File: src/rtl/zone_pkg.sv
// Shared types for the zone multicast path: zone/address widths, the token
// record and the dispatcher state encoding.
package zone_pkg;
    localparam int LIB_VEC_N   = 1024;
    localparam int ZONE_NUM    = 16;
    localparam int LIB_ADDR_W  = $clog2(LIB_VEC_N);
    localparam int ZONE_ADDR_W = $clog2(ZONE_NUM);

    typedef logic [ZONE_NUM-1:0]    zone_mask_t;
    typedef logic [ZONE_ADDR_W-1:0] zone_id_t;
    typedef logic [LIB_ADDR_W-1:0]  libvec_addr_t;

    typedef struct packed {
        zone_id_t     zone;
        libvec_addr_t addr;
        logic         last;
    } zone_tok_t;

    typedef enum logic {IDLE, EMIT} disp_state_e;
endpackage

File: src/rtl/zone_lsb_encoder.sv
// Combinational lowest-set-bit finder over a pending zone mask.
module zone_lsb_encoder
    import zone_pkg::*;
(
    input  zone_mask_t pend,
    output logic       any,
    output zone_id_t   idx,
    output zone_mask_t onehot,
    output logic       single
);
    // Two's-complement trick isolates the lowest set bit.
    assign onehot = pend & (~pend + zone_mask_t'(1));
    assign any    = |pend;
    assign single = any & ((pend & (pend - zone_mask_t'(1))) == '0);

    always_comb begin
        idx = '0;
        for (int i = ZONE_NUM - 1; i >= 0; i--) begin
            if (pend[i]) idx = zone_id_t'(i);
        end
    end
endmodule

File: src/rtl/zone_mask_dispatcher.sv
// Serialises one zone mask per library vector into (zone, addr) tokens,
// lowest zone first, and counts all-zero masks.
module zone_mask_dispatcher
    import zone_pkg::*;
#(
    parameter int CNT_W = 16
) (
    input  logic               clk,
    input  logic               rst,
    input  logic               mask_valid,
    output logic               mask_ready,
    input  zone_mask_t         zone_mask,
    input  libvec_addr_t       mask_addr,
    output logic               tok_valid,
    input  logic               tok_ready,
    output zone_id_t           tok_zone,
    output libvec_addr_t       tok_addr,
    output logic               tok_last,
    output logic               busy,
    output logic [CNT_W-1:0]   empty_cnt
);
    disp_state_e  state;
    zone_mask_t   pend;
    libvec_addr_t addr_q;
    logic         any;
    zone_id_t     idx;
    zone_mask_t   onehot;
    logic         single;
    zone_tok_t    tok;
    logic         in_emit;
    logic         accept;
    logic         fire;

    function automatic logic [CNT_W-1:0] sat_inc(input logic [CNT_W-1:0] v);
        return (&v) ? v : v + CNT_W'(1);
    endfunction

    zone_lsb_encoder u_enc (
        .pend   (pend),
        .any    (any),
        .idx    (idx),
        .onehot (onehot),
        .single (single)
    );

    assign in_emit    = (state == EMIT) & ~rst;
    // A new mask may enter in the same cycle the final token of the current one leaves.
    assign mask_ready = ~rst & ((state == IDLE) | (in_emit & single & tok_ready));
    assign tok_valid  = in_emit;
    assign busy       = in_emit;
    assign accept     = mask_valid & mask_ready;
    assign fire       = tok_valid & tok_ready;

    always_comb begin
        tok = '0;
        if (in_emit) begin
            tok.zone = idx;
            tok.addr = addr_q;
            tok.last = single;
        end
    end

    assign tok_zone = tok.zone;
    assign tok_addr = tok.addr;
    assign tok_last = tok.last;

    always_ff @(posedge clk) begin
        if (rst) begin
            state     <= IDLE;
            pend      <= '0;
            addr_q    <= '0;
            empty_cnt <= '0;
        end else begin
            case (state)
                IDLE: begin
                    if (accept) begin
                        if (zone_mask == '0) begin
                            empty_cnt <= sat_inc(empty_cnt);
                        end else begin
                            pend   <= zone_mask;
                            addr_q <= mask_addr;
                            state  <= EMIT;
                        end
                    end
                end
                EMIT: begin
                    if (fire) begin
                        pend <= pend & ~onehot;
                        if (single) begin
                            state <= IDLE;
                            if (accept) begin
                                if (zone_mask == '0) begin
                                    empty_cnt <= sat_inc(empty_cnt);
                                end else begin
                                    pend   <= zone_mask;
                                    addr_q <= mask_addr;
                                    state  <= EMIT;
                                end
                            end
                        end
                    end
                end
                default: state <= IDLE;
            endcase
        end
    end
endmodule

File: config.mk
export PLATFORM = sky130hd
export DESIGN_NAME = zone_mask_dispatcher
export DESIGN_NICKNAME = d
export VERILOG_FILES = /design/src/rtl/zone_pkg.sv /design/src/rtl/zone_lsb_encoder.sv /design/src/rtl/zone_mask_dispatcher.sv
export SDC_FILE = /design/constraint.sdc
export NUM_CORES = 1
export LEC_CHECK = 0
export ABC_AREA = 1
export CORE_MARGIN = 5
export CORE_UTILIZATION = 55
export DETAILED_ROUTE_END_ITERATION = 12
export PLACE_DENSITY = 0.87
export SLEW_MARGIN = 10
export SYNTH_ARGS = -nofsm -noshare
export SYNTH_HDL_FRONTEND = slang
export SYNTH_SLANG_ARGS = --single-unit
export TNS_END_PERCENT = 100
File: constraint.sdc
create_clock -name clk -period 5.41 [get_ports clk]
set_input_delay 0.541 -clock clk [delete_from_list [all_inputs] [get_ports clk]]
set_output_delay 0.541 -clock clk [all_outputs]
set_load 0.05 [all_outputs]
==> metrics.txt, run 1 <==
synth top area cells=dfxtp_1, nand2_1, inv_1, a21oi_1, nand3_1; metal2 WL=around 3700 µm; worst-path cell with the longest stage delay=dfxtp_1; Synth warnings=0; crit-path cells=inv_2 -> nor2_1 -> inv_1 -> nor2_2 -> nor2_1 -> inv_1 -> nand3_2 -> inv_1 -> clkdlybuf4s50_1; Worst EP required=just under 5 ns; M1 WL=about 3300 µm; CP startpoint=state$_SDFF_PP0_; GR Overflow Total=0; critical path launch point type=flop; die area=about 6600 µm²; syn avg cell area=6.30 µm²; Primary FF master, synth=dfxtp_1; Detailed Route Iter0 Violations=224; Slew @ Worst Pin=roughly 0.76 ns; via count=between 3000 and 4000; initial antenna violation count=0; Seq/Total Area, Yosys=30.8%; wirelength, routed=between 7000 and 8000 µm; Syn Inst Count=between 400 and 500; RSZ-0062 raised after global routing=false; CTS clk-pin slew, worst paths=approximately 0.090 ns; layout net count=530; arrival time at the worst endpoint=~3.2 ns; CP Buf/Inv Count=5; Max VDD drop=0.188 mV; CTS Root Cell=clkbuf_8; Worst R2R Start=state$_SDFF_PP0_; standby leakage power=0.00137 µW; total power=around 1400 µW; Slew HR=just under 50%; FF-to-FF setup slack=approximately 2.4 ns; core area=5010 µm²; synth cell count leaders=nand2_1, inv_1, a21oi_1; pwr dens=404 nW/µm²; Routed WL per cell=about 13 µm; Placed Cells=562; Layout area overhead=26.0%; Fin Clk Skew=about 0.012 ns; crit end category=output port; PortBufs=63; Post-Layout Cell Count=570; met3 layer wire length in the routed design=~570 µm; fin crit share=68.3%; Top delay family on crit path=buffers and inverters; WS Path Type=reg2out; Reg2Reg Capture Point=pend[7]$_SDFFE_PP0P_; Num CTS Buffers=5; first-pass GRT wire length=12700 µm; largest net degree at the start of global routing=27; Critical Path Most Common Cell=inv_1; number of diodes=0; Max Slew Vio Count=0; peak per-stage delay on the critical path=0.82 ns; layout cells sized above 1=between 7 and 8%; Clk Latency, worst-skew pair=around 0.30 ns; Die Wd=a little over 80 µm; TNS Setup=0 ns; HPWL after DPL=5620 µm; number of global-route vias before repair=2829; IO Pins=64; CP Capture Point=mask_ready; Clock Sinks=43; post-route ant nets=0; final hold vios=0; vias per cell=~5.4; setup violators final=0; number of synthesized flops with an enable pin=0; ys async rst share=0%; Design Area, Final=between 3000 and 4000 µm²; Fmax=about 0.27 GHz; Die Ht=81.3 µm; Worst Reg2Reg Path Length in Cells=13; Resize count post-CTS=0; Min Hold Slack=about 0.46 ns; post-synthesis register bit count=43; Post-CTS Setup Bufs=0; Tmin final=3.70 ns; Yosys top cell by area=dfxtp_1; top cell type's share of synthesized area=a little over 30%; status=completed; post-synthesis cell area=between 2000 and 3000 µm²; post-synth cell types=36; hold_buf cts=0; Initial Util=around 56%; uppermost layer routed=met4; row count=26; max cap viols=0; TritonRoute pass-1 iters=5; Worst Hold Class=reg2reg; # DRC=0; Net Count, Synth=about 480; GPL Wtd Cong=~0.91; Crit path depth=9; Total GRT Usage=between 20% and 30%; Placement Cell Area=between 3000 and 4000 µm²; Critical Path Fanout Max=18; Max Root-Sink Buffers=2; CTS H-tree depth=2; most common cell in the synthesized netlist=nand2_1; TritonCTS clock tree=built
-- cell usage in the layout (no fill, tap or decap), types with 2 or more instances in the layout --
cell and count:
nand2_1 92, nand4_1 8, clkdlybuf4s50_1 63, nor2_2 6, nor4_1 6, nor2_1 42, dfxtp_1 43, nand3_1 43
xor2_1 6, clkinvlp_4 2, o21ai_0 16, nor3_1 13, o21bai_1 2, nand3_2 2, o21ai_1 6, clkbuf_8 5
inv_1 69, a21oi_1 48, nand2_2 6, nor2_4 6
-- worst min-delay path by stage --
stage | from | end | slack [ns] | cells past startpoint
after floorplan | addr_q[0]$_SDFFE_PP0P_ | addr_q[0]$_SDFFE_PP0P_ | 0.43 | 2
after global placement | addr_q[3]$_SDFFE_PP0P_ | addr_q[3]$_SDFFE_PP0P_ | 0.44 | 2
after detailed placement | addr_q[8]$_SDFFE_PP0P_ | addr_q[8]$_SDFFE_PP0P_ | 0.45 | 2
after CTS | addr_q[8]$_SDFFE_PP0P_ | addr_q[8]$_SDFFE_PP0P_ | 0.46 | 2
after global routing | addr_q[8]$_SDFFE_PP0P_ | addr_q[8]$_SDFFE_PP0P_ | 0.49 | 2
final | addr_q[8]$_SDFFE_PP0P_ | addr_q[8]$_SDFFE_PP0P_ | 0.46 | 2
-- layout make-up --
class,instances,area [µm²]
clock inverters,3,23.8
multi-input cells,313,1580
inverters,72,272
fillers,446,1480
clock buffers,5,68.8
flip-flops and latches,43,861
well taps,70,87.6
repair buffers,64,638
-- power breakdown --
part           internal [µW]  leakage, µW  switching, µW
Clock                   92.5    0.0000408            122
Sequential               366     0.000350           69.6
Combinational            262     0.000981            513
Total                    720      0.00137            705
-- state kept, by name (all words and copies together), names as in the netlist --
name / flops
empty_cnt: 16
pend: 16
addr_q: 10
state: 1
-- through the flow --
step,utilization (%),setup WS (ns)
3_3_place_gp,68.5,1.79
3_5_place_dp,68.5,1.73
6_report,70.4,1.71
5_1_grt,70.4,1.51
2_1_floorplan,-,0.710
4_1_cts,70.4,1.71
-- logic make-up (layout without fill, tap and decap cells) --
group,Yosys count,in the layout,share of synthesized area (%)
adder cells (fa/ha/maj),1,1,0.447
XOR/XNOR,7,7,2.19
flip-flops,43,43,30.8
buffers and inverters,88,144,12.9
AND/OR/NAND/NOR,230,230,39.8
AO/OA/AOI/OAI,75,75,13.9
-- layer usage --
| metal | global-route usage, % | vias to the layer above |
|---|---|---|
| li1 | - | 1542 |
| met1 | 30.9 | 1385 |
| met2 | 40.3 | 133 |
| met3 | 4.99 | 15 |
| met4 | 7.60 | 0 |
| met5 | 0 | - |
-- worst register-to-register path, cell delays in order (launching register included) --
cell and delay (ns):
dfxtp_1 0.82, inv_2 0.08, nor2_1 0.18, inv_1 0.27
nor2_2 0.24, nor2_1 0.08, inv_1 0.16, nand3_2 0.13
nor2_4 0.18, nand3_4 0.20, nand2_4 0.24, nand2_1 0.11
nand3_1 0.09, a21oi_1 0.07
(Power assumes the default switching activity.)
==> inputs of run 2 (changes only) <==
--- a/config.mk
+++ b/config.mk
@@ -7,9 +7,9 @@
 export LEC_CHECK = 0
 export ABC_AREA = 1
 export CORE_MARGIN = 5
-export CORE_UTILIZATION = 55
+export CORE_UTILIZATION = 51
 export DETAILED_ROUTE_END_ITERATION = 12
-export PLACE_DENSITY = 0.87
+export PLACE_DENSITY = 0.81
 export SLEW_MARGIN = 10
 export SYNTH_ARGS = -nofsm -noshare
 export SYNTH_HDL_FRONTEND = slang
==> constraint.sdc (replaced) <==
create_clock -name clk -period 3.54 [get_ports clk]
set_input_delay 0.354 -clock clk [delete_from_list [all_inputs] [get_ports clk]]
set_output_delay 0.354 -clock clk [all_outputs]
set_load 0.05 [all_outputs]
==> metrics.txt, run 2 (synthesized netlist as in run 1, its figures left out) <==
critical path launch point type=flop; WS Path Type=reg2out; total power=2210 µW (+55%); CTS Root Cell=clkbuf_8; Critical Path Fanout Max=5 (-13); Num CTS Buffers=5 (unchanged); vias per cell=5.21 (-3.4%); Layout area overhead=27.3%; first-pass GRT wire length=12800 µm (+0.87%); setup violators final=0 (unchanged); Die Ht=84.1 µm (+3.4%); CTS clk-pin slew, worst paths=0.09 ns (about the same); Detailed Route Iter0 Violations=176 (-21%); row count=27 (+3.8%); Min Hold Slack=0.458 ns (-0.00142 ns); FF-to-FF setup slack=0.76 ns (-1.68 ns); IO Pins=64 (unchanged); Placed Cells=566 (+0.71%); Clk Latency, worst-skew pair=0.30 ns (about the same); fin crit share=84.4%; Fin Clk Skew=0.00636 ns (-0.00574 ns); Slew HR=61.7% (+12 points); pwr dens=619 nW/µm² (+53%); WHS Endpoint=addr_q[1]$_SDFFE_PP0P_; RSZ-0062 raised after global routing=false; initial antenna violation count=0 (unchanged); Worst R2R Start=state$_SDFF_PP0_; layout cells sized above 1=8.76% (+1.6 points); Max Slew Vio Count=0 (unchanged); Post-CTS Setup Bufs=0 (unchanged); post-route ant nets=0 (unchanged); Resize count post-CTS=0 (unchanged); number of global-route vias before repair=2787 (-1.5%); Clock Sinks=43 (unchanged); CP startpoint=pend[3]$_SDFFE_PP0P_; Initial Util=51.8% (-4.1 points); Die Wd=84.1 µm (+3.4%); Worst EP required=3.19 ns (-1.68 ns); filler instances=511 (+15%); TritonRoute pass-1 iters=5 (unchanged); most frequent cells in the layout=nand2_1, inv_1, clkdlybuf4s50_1; max cap viols=0 (unchanged); Max Root-Sink Buffers=2 (unchanged); Post-Layout Cell Count=574 (+0.70%); via count=2991 (-2.7%); final core utilization=65.9% (-4.5 points); largest net degree at the start of global routing=26 (-3.7%); Tmin final=2.99 ns; Worst Hold Class=reg2reg; number of diodes=0 (unchanged); CTS H-tree depth=2 (unchanged); hold_buf cts=0 (unchanged); GPL Wtd Cong=0.916 (+1.1%); Total GRT Usage=21.8% (-2.3 points); Routed WL per cell=13.4 µm (-0.19%); crit end category=output port; HPWL after DPL=5670 µm (+0.93%); TNS Setup=0 ns (unchanged); GR Overflow Total=0 (unchanged); # DRC=0 (unchanged); hold depth=2 (unchanged); critical hold path startpoint=addr_q[1]$_SDFFE_PP0P_; Reg2Reg Capture Point=pend[13]$_SDFFE_PP0P_; Slew @ Worst Pin=0.573 ns (-0.185 ns); final hold vios=0 (unchanged); wirelength, routed=7670 µm (+0.51%); layout net count=532 (+0.38%); status=completed; standby leakage power=0.00140 µW (+1.9%); Worst Reg2Reg Path Length in Cells=13 (unchanged); commonest non-fill, non-tap cell in the layout=nand2_1; arrival time at the worst endpoint=2.63 ns (-0.53 ns); Fmax=around 0.33 GHz; biggest regs=empty_cnt (16), pend (16), addr_q (10); TritonCTS clock tree=built; die area=7070 µm² (+6.9%); PortBufs=63 (unchanged); core area=5410 µm² (+7.9%); Max VDD drop=0.330 mV (+75%)
[run 2: cell count changes in the layout (fill, tap and decap cells not counted), sizes merged]
cell,delta
clkdlybuf4s50,-5
buf,+7
[run 2: metrics by stage]
stage	area [µm²]	worst slack [ns]
final	3560	0.553
after global routing	3560	0.381
after CTS	3560	0.555
after detailed placement	3470	0.515
after global placement	3470	0.620
after floorplan	2800	0.0320
[run 2: critical path: stages (launching register included)]
cell and delay (ns):
dfxtp_1 0.36, nor2_2 0.22, nand2_2 0.15, nand2_1 0.12, nand2_1 0.06, nor2_1 0.17
nand2_1 0.08, nor2_1 0.12, nand3_1 0.13, nor2_1 0.11, clkdlybuf4s50_1 0.82
[run 2: cell type report]
| cell class | instances | area, µm² | share of cell area, % |
|---|---|---|---|
| Multi-Input combinational cell | 313 | 1580 | 44.4 |
| Sequential cell | 43 | 861 | 24.2 |
| Timing Repair Buffer | 66 | 666 | 18.7 |
| Inverter | 72 | 272 | 7.62 |
| Tap cell | 72 | 90.1 | 2.53 |
| Clock buffer | 5 | 68.8 | 1.93 |
| Clock inverter | 3 | 23.8 | 0.667 |
[run 2: per-layer routing]
metal | track usage, % | up-vias | wire length [µm]
li1 | - | 1545 | -
met1 | 28.5 | 1324 | 3440
met2 | 35.2 | 108 | 3530
met3 | 4.74 | 14 | 569
met4 | 7.46 | 0 | 127
met5 | 0 | - | 0
[run 2: report_power, final]
group,leakage (µW),internal [µW],total (µW),switching (µW)
Sequential,0.000350,560,633,73.2
Clock,0.0000408,141,328,187
Combinational,0.00101,423,1240,821
[run 2: worst max path at each step]
stage	depth (start not counted)	end	slack, ns
CTS	10	tok_last	0.56
floorplan	4	tok_zone[3]	0.03
detailed placement	12	pend[13]$_SDFFE_PP0P_	0.52
global placement	12	pend[13]$_SDFFE_PP0P_	0.62
global route	10	tok_last	0.38
finish	10	tok_last	0.55
